File: src/rtl/binarize_stage_pkg.sv
// Shared constants and types for the binarize stage: luma coefficients,
// pipeline depth, adaptive-threshold accumulator widths, divider length
// and the controller state encoding.
package binarize_stage_pkg;

    // Luma weights; they sum to 256, so (weighted sum >> 8) stays in 0..255
    localparam logic [7:0] COEF_R = 8'd77;
    localparam logic [7:0] COEF_G = 8'd150;
    localparam logic [7:0] COEF_B = 8'd29;

    // Registers between video_in and video_out
    localparam int PIPE_DEPTH = 3;

    // Per-frame luma sum and pixel count
    localparam int SUM_W = 32;
    localparam int CNT_W = 22;

    // One quotient bit per clock
    localparam int DIV_CYCLES = 32;

    typedef enum logic [1:0] {
        IDLE = 2'd0,
        DIV  = 2'd1,
        LOAD = 2'd2
    } ctrl_state_t;

    // 8x8 unsigned product, widened so it can be summed without overflow
    function automatic logic [15:0] coef_mul(input logic [7:0] coef, input logic [7:0] chan);
        return {8'd0, coef} * {8'd0, chan};
    endfunction

endpackage

File: src/rtl/binarize_stage_seq_div.sv
// Restoring unsigned divider, 32-bit dividend by 22-bit divisor.
// The first quotient bit is resolved on the start edge itself, so the
// whole quotient is ready after DIV_CYCLES clocks and o_done pulses once.
// Only built when ADAPTIVE_THRESH_EN is defined.
`ifdef ADAPTIVE_THRESH_EN
module seq_div
    import binarize_stage_pkg::*;
(
    input  logic                 clk,
    input  logic                 rst_n,
    input  logic                 i_start,
    input  logic [SUM_W-1:0]     i_dividend,
    input  logic [CNT_W-1:0]     i_divisor,
    output logic                 o_busy,
    output logic                 o_done,
    output logic [SUM_W-1:0]     o_quotient
);

    // r_quo holds the not-yet-consumed dividend bits in its top and the
    // developed quotient bits in its bottom; after 32 shifts it is the quotient.
    logic [SUM_W-1:0] r_quo;
    logic [CNT_W-1:0] r_rem;
    logic [CNT_W-1:0] r_dvs;
    logic [4:0]       r_cnt;
    logic             r_busy;
    logic             r_done;

    logic [SUM_W-1:0] w_src_quo;
    logic [CNT_W-1:0] w_src_rem;
    logic [CNT_W-1:0] w_src_dvs;
    logic [CNT_W:0]   w_trial;
    logic             w_ge;
    logic [CNT_W-1:0] w_rem_next;

    // On the start edge the operands come straight from the inputs
    assign w_src_quo  = r_busy ? r_quo : i_dividend;
    assign w_src_rem  = r_busy ? r_rem : '0;
    assign w_src_dvs  = r_busy ? r_dvs : i_divisor;
    assign w_trial    = {w_src_rem, w_src_quo[SUM_W-1]};
    assign w_ge       = (w_trial >= {1'b0, w_src_dvs});
    // Remainder stays below the divisor, so the difference fits CNT_W bits
    assign w_rem_next = w_ge ? CNT_W'(w_trial - {1'b0, w_src_dvs}) : w_trial[CNT_W-1:0];

    // One shift-compare-subtract step per clock while busy
    always_ff @(posedge clk or negedge rst_n) begin
        if (!rst_n) begin
            r_quo  <= '0;
            r_rem  <= '0;
            r_dvs  <= '0;
            r_cnt  <= '0;
            r_busy <= 1'b0;
            r_done <= 1'b0;
        end else begin
            r_done <= 1'b0;
            if (i_start && !r_busy) begin
                r_quo  <= {w_src_quo[SUM_W-2:0], w_ge};
                r_rem  <= w_rem_next;
                r_dvs  <= i_divisor;
                r_cnt  <= 5'(DIV_CYCLES - 1);
                r_busy <= 1'b1;
            end else if (r_busy) begin
                r_quo <= {w_src_quo[SUM_W-2:0], w_ge};
                r_rem <= w_rem_next;
                r_cnt <= r_cnt - 5'd1;
                if (r_cnt == 5'd1) begin
                    r_busy <= 1'b0;
                    r_done <= 1'b1;
                end
            end
        end
    end

    assign o_busy     = r_busy;
    assign o_done     = r_done;
    assign o_quotient = r_quo;

endmodule
`endif

File: src/rtl/binarize_stage.sv
// Luma threshold binarizer: RGB -> Y -> black/white, 3-clock latency,
// syncs delayed to match. Optional macro ADAPTIVE_THRESH_EN replaces the
// static THRESHOLD with the mean luma of the previous frame.
module binarize_stage
    import binarize_stage_pkg::*;
#(
    parameter logic [7:0] THRESHOLD = 8'd128
) (
    input  logic        clk,
    input  logic        rst_n,
    input  logic        de_in,
    input  logic        hsync_in,
    input  logic        vsync_in,
    input  logic [23:0] video_in,
    output logic        de_out,
    output logic        hsync_out,
    output logic        vsync_out,
    output logic [23:0] video_out,
    output logic [7:0]  thr_out
);

    logic [PIPE_DEPTH-1:0] r_de_pipe;
    logic [PIPE_DEPTH-1:0] r_hs_pipe;
    logic [PIPE_DEPTH-1:0] r_vs_pipe;

    logic [15:0] r_prod_r;
    logic [15:0] r_prod_g;
    logic [15:0] r_prod_b;
    logic [7:0]  r_y;
    logic [23:0] r_video;
    logic [7:0]  w_y;
    logic [7:0]  w_thr;

    // Sync/enable delay lines, one tap per pixel pipeline stage
    always_ff @(posedge clk or negedge rst_n) begin
        if (!rst_n) begin
            r_de_pipe <= '0;
            r_hs_pipe <= '0;
            r_vs_pipe <= '0;
        end else begin
            r_de_pipe <= {r_de_pipe[PIPE_DEPTH-2:0], de_in};
            r_hs_pipe <= {r_hs_pipe[PIPE_DEPTH-2:0], hsync_in};
            r_vs_pipe <= {r_vs_pipe[PIPE_DEPTH-2:0], vsync_in};
        end
    end

    // Stage 1: weighted channel products
    always_ff @(posedge clk or negedge rst_n) begin
        if (!rst_n) begin
            r_prod_r <= '0;
            r_prod_g <= '0;
            r_prod_b <= '0;
        end else begin
            r_prod_r <= coef_mul(COEF_R, video_in[23:16]);
            r_prod_g <= coef_mul(COEF_G, video_in[15:8]);
            r_prod_b <= coef_mul(COEF_B, video_in[7:0]);
        end
    end

    // Max sum is 256*255, so the 16-bit sum never wraps
    assign w_y = 8'((r_prod_r + r_prod_g + r_prod_b) >> 8);

    // Stage 2: luma
    always_ff @(posedge clk or negedge rst_n) begin
        if (!rst_n) begin
            r_y <= '0;
        end else begin
            r_y <= w_y;
        end
    end

    // Stage 3: compare against the threshold in force this clock; blank when de is low
    always_ff @(posedge clk or negedge rst_n) begin
        if (!rst_n) begin
            r_video <= '0;
        end else begin
            r_video <= (r_de_pipe[1] && (r_y >= w_thr)) ? 24'hFFFFFF : 24'h000000;
        end
    end

`ifdef ADAPTIVE_THRESH_EN
    logic              r_vs_in_d;
    logic [SUM_W-1:0]  r_acc_sum;
    logic [CNT_W-1:0]  r_acc_cnt;
    ctrl_state_t       r_state;
    logic [7:0]        r_thr;

    logic              w_vs_rise;
    logic              w_capture;
    logic              w_div_start;
    logic              w_div_busy;
    logic              w_div_done;
    logic [SUM_W-1:0]  w_quot;

    // A vsync edge seen mid-division is ignored: no capture, no clear
    assign w_vs_rise   = vsync_in & ~r_vs_in_d;
    assign w_capture   = w_vs_rise && (r_state == IDLE);
    assign w_div_start = w_capture && (r_acc_cnt != '0);

    // Per-frame luma sum/count from the stage-2 luma; capture restarts the frame
    always_ff @(posedge clk or negedge rst_n) begin
        if (!rst_n) begin
            r_vs_in_d <= 1'b0;
            r_acc_sum <= '0;
            r_acc_cnt <= '0;
        end else begin
            r_vs_in_d <= vsync_in;
            if (w_capture) begin
                r_acc_sum <= r_de_pipe[1] ? SUM_W'(r_y) : '0;
                r_acc_cnt <= r_de_pipe[1] ? CNT_W'(1) : '0;
            end else if (r_de_pipe[1]) begin
                r_acc_sum <= r_acc_sum + SUM_W'(r_y);
                r_acc_cnt <= r_acc_cnt + CNT_W'(1);
            end
        end
    end

    // Divider samples the accumulators on the capture edge, before they clear
    seq_div u_div (
        .clk        (clk),
        .rst_n      (rst_n),
        .i_start    (w_div_start),
        .i_dividend (r_acc_sum),
        .i_divisor  (r_acc_cnt),
        .o_busy     (w_div_busy),
        .o_done     (w_div_done),
        .o_quotient (w_quot)
    );

    // Controller: IDLE -> DIV (32 clk) -> LOAD -> IDLE; empty frames keep thr
    always_ff @(posedge clk or negedge rst_n) begin
        if (!rst_n) begin
            r_state <= IDLE;
            r_thr   <= THRESHOLD;
        end else begin
            case (r_state)
                IDLE: begin
                    if (w_div_start) begin
                        r_state <= DIV;
                    end
                end
                DIV: begin
                    if (w_div_done) begin
                        r_state <= LOAD;
                    end else if (!w_div_busy) begin
                        r_state <= IDLE;
                    end
                end
                LOAD: begin
                    // A mean of 8-bit values cannot exceed 255; clamp defensively
                    r_thr   <= (|w_quot[SUM_W-1:8]) ? 8'hFF : w_quot[7:0];
                    r_state <= IDLE;
                end
                default: r_state <= IDLE;
            endcase
        end
    end

    assign w_thr = r_thr;
`else
    assign w_thr = THRESHOLD;
`endif

    assign de_out    = r_de_pipe[PIPE_DEPTH-1];
    assign hsync_out = r_hs_pipe[PIPE_DEPTH-1];
    assign vsync_out = r_vs_pipe[PIPE_DEPTH-1];
    assign video_out = r_video;
    assign thr_out   = w_thr;

endmodule
File: config.mk
export PLATFORM = sky130hd
export DESIGN_NAME = binarize_stage
export DESIGN_NICKNAME = d
export VERILOG_FILES = /design/src/rtl/binarize_stage_pkg.sv /design/src/rtl/binarize_stage_seq_div.sv /design/src/rtl/binarize_stage.sv
export SDC_FILE = /design/constraint.sdc
export NUM_CORES = 1
export LEC_CHECK = 0
export BUFFER_PORTS_ARGS = -buffer_cell sky130_fd_sc_hd__buf_2
export CORE_MARGIN = 2
export CORE_UTILIZATION = 35
export DETAILED_ROUTE_END_ITERATION = 12
export GPL_ROUTABILITY_DRIVEN = 0
export MAX_ROUTING_LAYER = met4
export PLACE_DENSITY_LB_ADDON = 0.12
export SLEW_MARGIN = 25
export SYNTH_ARGS = -nofsm -noshare
export SYNTH_HDL_FRONTEND = slang
export SYNTH_HIERARCHICAL = 1
export SYNTH_SLANG_ARGS = --single-unit
File: constraint.sdc
create_clock -name clk -period 2.92 [get_ports clk]
set_input_delay 0 -clock clk [delete_from_list [all_inputs] [get_ports clk]]
set_output_delay 0 -clock clk [all_outputs]
set_load 0.03 [all_outputs]
==> flow_metrics.tcl <==
set metrics [dict create \
    drtAntennaViolNets 0 \
    place_inst 723 \
    hold_end "r_prod_r[2]$_DFF_PN0_" \
    synthDistinctLibCells 38 \
    critPathBufInv 4 \
    whs_ns 0.00700 \
    rr_startpoint "r_prod_g[3]$_DFF_PN0_" \
    finalSetupViolCount 0 \
    die_h_um 125 \
    grt_use_total 0.128 \
    numCtsBuffers 5 \
    cp.required_ns 3.11 \
    wl_mm 8.83 \
    first_global_vias 3514 \
    synth_area_sq_um 5080 \
    cts_max_path_buffers 2 \
    timing.fmax_mhz 360 \
    crit_top_cell "ha_1" \
    synth_top_area_frac 0.278 \
    drv_cap 0 \
    fin_tns_setup_ns 0 \
    critPathKind "primary input to flip-flop" \
    whs_path_depth 2 \
    yosys.area.top_type "ha_1" \
    crit_chain "buf_2 > buf_4 > ha_1 > ha_1 > inv_1 > fa_1 > fa_1 > inv_1 > ha_1 > o21a_1 > o31a_1 > o2111ai_1 > nand2_1 > o311ai_1" \
    nNetsFinal 735 \
    clkLatencyLatePin_ns 0.29 \
    finalCritPeriodShare 0.950 \
    grt_max_degree 37 \
    critPathTopFamily "adder cells" \
    timing.final.hold_violations 0 \
    grt-ovfl-total 0 \
    post_drt_wl_per_cell_um 11.9 \
    cts_tree "done" \
    ys_seq_area_frac 0.266 \
    cp-start-kind "primary input" \
    timing.rr.end "r_y[7]$_DFF_PN0_" \
    cp_slowest_stage_delay_ns 0.51 \
    cp-end-kind "flip-flop" \
    power.density_nw_per_um2 731 \
    drv_slew 0 \
    tightest_slew_ns 0.790 \
    timing.reg2reg.setup_slack_ns 0.57 \
    cts-root-buf "clkbuf_16" \
    min_period_ns 2.77 \
    antenna_found_initial 0 \
    grt_setup_unrepaired "no" \
    hpwl_mm 7.72 \
    preCtsSetupSlack_ns -0.205 \
    crit_path_top_delay_cell "fa_1" \
    ys_ff_latch 54 \
    outcome "completed" \
    coreArea_sq_um 14400 \
    vias_per_cell 4.53 \
    arrival_ns 2.96 \
    netlist_instances 472 \
    drc 0 \
    slew_headroom 0.473 \
    synth_area_leaders "ha_1 28%, dfrtp_1 27%, fa_1 15%" \
    clkTransAtPathRegs_ns 0.07 \
    hold_start "video_in[16]" \
    ir_drop_uv 339 \
    syn_avg_cell_area_sq_um 10.8 \
    leakage_nw 3.16 \
    fp.dieW_um 125 \
    setup_ws_ns 0.145 \
    h-tree-depth 2 \
    port_buffers 55 \
    clkSinkCount 54 \
    hp-class "primary input to flip-flop" \
    fin_skew_ns 0.00573 \
    num-fill-cells 1440 \
    vias 3353 \
    antennaDiodeCount 0 \
    drive_above_1_share 0.194 \
    pin_count 64 \
    first_pass_iters 4 \
    die_area_sq_um 15500 \
    synth_warnings 6 \
    start_util 0.354 \
    syn_to_final_growth_pct 16.5 \
    cp_max_fo 3 \
    num_rows 44 \
    r2r_cells 9 \
    drtIter0Drc 97 \
    fin_cells 740 \
    grt_pass1_wl_mm 16.1 \
]
-- repair_timing --
action                                 in CTS  in global routing
hold buffers                                9                  0
endpoints found under the hold margin      43                  0
resized for setup                           0                  4
buffers inserted                            0                  0
setup endpoints to repair                   0                  3
-- cells in the mapped netlist, drive strengths merged --
master,n
buf,31
conb,2
a21oi,25
o21a,3
nand2,16
nor2,15
nand3b,2
ha,113
and4,3
fa,38
inv,74
nand2b,5
a21o,12
o2111ai,2
xor2,7
o41ai,1
a31o,3
dfrtp,54
a211o,1
o31a,1
a211oi,4
nor3,4
nand3,3
xnor2,19
o311ai,1
nand4,1
nor2b,4
o21bai,3
and2,1
o21ai,18
o211ai,3
a2111oi,3
-- worst reg2reg max path, cell delays in order (launching register included) --
cell	delay, ns
dfrtp_1	0.36
inv_1	0.06
fa_1	0.49
inv_1	0.04
ha_1	0.28
o2111ai_1	0.19
a21oi_1	0.07
a211oi_1	0.35
o21ai_0	0.22
xnor2_1	0.17
-- placed cells by master (no fill, tap or decap), types with 2 or more instances in the layout --
cell	n
fa_1	38
nor2b_1	4
nand3b_1	2
inv_1	74
and4_1	3
o21a_1	3
o2111ai_1	2
conb_1	8
o211ai_1	2
xor2_1	7
o21ai_1	2
a21o_1	12
o21ai_0	15
a2111oi_4	2
nand2_1	16
xnor2_1	19
a21oi_2	3
a21oi_1	22
o21bai_1	3
nand2b_1	5
buf_4	37
nor3_1	4
clkbuf_16	5
a211oi_1	3
nor2_1	15
dfrtp_1	54
nand3_1	3
ha_1	113
dlygate4sd3_1	9
buf_2	55
a31o_1	3
-- power by group --
part / leakage (nW) / internal, mW / switching [mW] / total [mW]
combinational: 2.45 / 1.18 / 1.41 / 2.60
sequential: 0.635 / 0.985 / 0.145 / 1.13
clock: 0.0729 / 0.340 / 0.263 / 0.603
total: 3.16 / 2.51 / 1.82 / 4.33
-- worst max-delay path by stage --
stage            startpoint                     end  slack [ns]  depth (start not counted)
2_1_floorplan  video_in[12]  r_prod_g[12]$_DFF_PN0_        0.06                         12
3_3_place_gp   video_in[12]  r_prod_g[12]$_DFF_PN0_       -0.12                         13
3_5_place_dp   video_in[20]  r_prod_r[12]$_DFF_PN0_       -0.20                         14
4_1_cts         video_in[0]  r_prod_b[10]$_DFF_PN0_        0.09                         12
5_1_grt        video_in[20]  r_prod_r[13]$_DFF_PN0_       0.003                         13
6_report       video_in[20]  r_prod_r[13]$_DFF_PN0_        0.15                         14
-- stage by stage --
stage	util	power (mW)	area [sq um]
floorplan	-	3.10	5100
global placement	0.394	3.71	5660
detailed placement	0.394	3.74	5660
CTS	0.410	4.40	5900
global route	0.412	4.85	5920
finish	0.412	4.33	5920
-- cell families (layout without fill, tap and decap cells) --
kind of cell | Yosys count | in the layout | synth area share
AO/OA/AOI/OAI | 80 | 80 | 0.108
AND/OR/NAND/NOR | 54 | 54 | 0.0515
XOR/XNOR | 26 | 26 | 0.0448
adder cells (fa/ha/maj) | 151 | 151 | 0.428
other | 2 | 8 | 0.00148
buffers and inverters | 105 | 183 | 0.100
flip-flops | 54 | 54 | 0.266
-- state kept, by name, summed over array words and instances, names as in the netlist --
| register | cells |
|---|---|
| r_prod_b | 13 |
| r_y | 1 |
| r_prod_r | 15 |
| r_prod_g | 15 |
| r_hs_pipe | 3 |
| video_out | 1 |
| r_de_pipe | 3 |
| r_vs_pipe | 3 |
-- final cells by class --
cell class / count / area [sq um] / share of cell area
clock buffer: 6 / 139 / 0.0235
clock inverter: 2 / 12.5 / 0.00211
inverter: 74 / 278 / 0.0469
multi-input combinational: 319 / 3270 / 0.552
sequential: 54 / 1350 / 0.228
tap: 184 / 230 / 0.0389
timing repair buffer: 101 / 643 / 0.109
-- metal layers --
| layer | global-route usage | part of all wire | vias up | wire length (um) |
|---|---|---|---|---|
| met1 | 0.169 | 0.49 | 1583 | 4310 |
| met4 | 0.0198 | 0.0054 | 0 | 48 |
| met5 | - | 0 | - | 0 |
| met3 | 0.0193 | 0.028 | 5 | 248 |
| li1 | - | - | 1713 | - |
| met2 | 0.214 | 0.48 | 52 | 4220 |
Note: power is estimated with default switching activity, not from simulation.
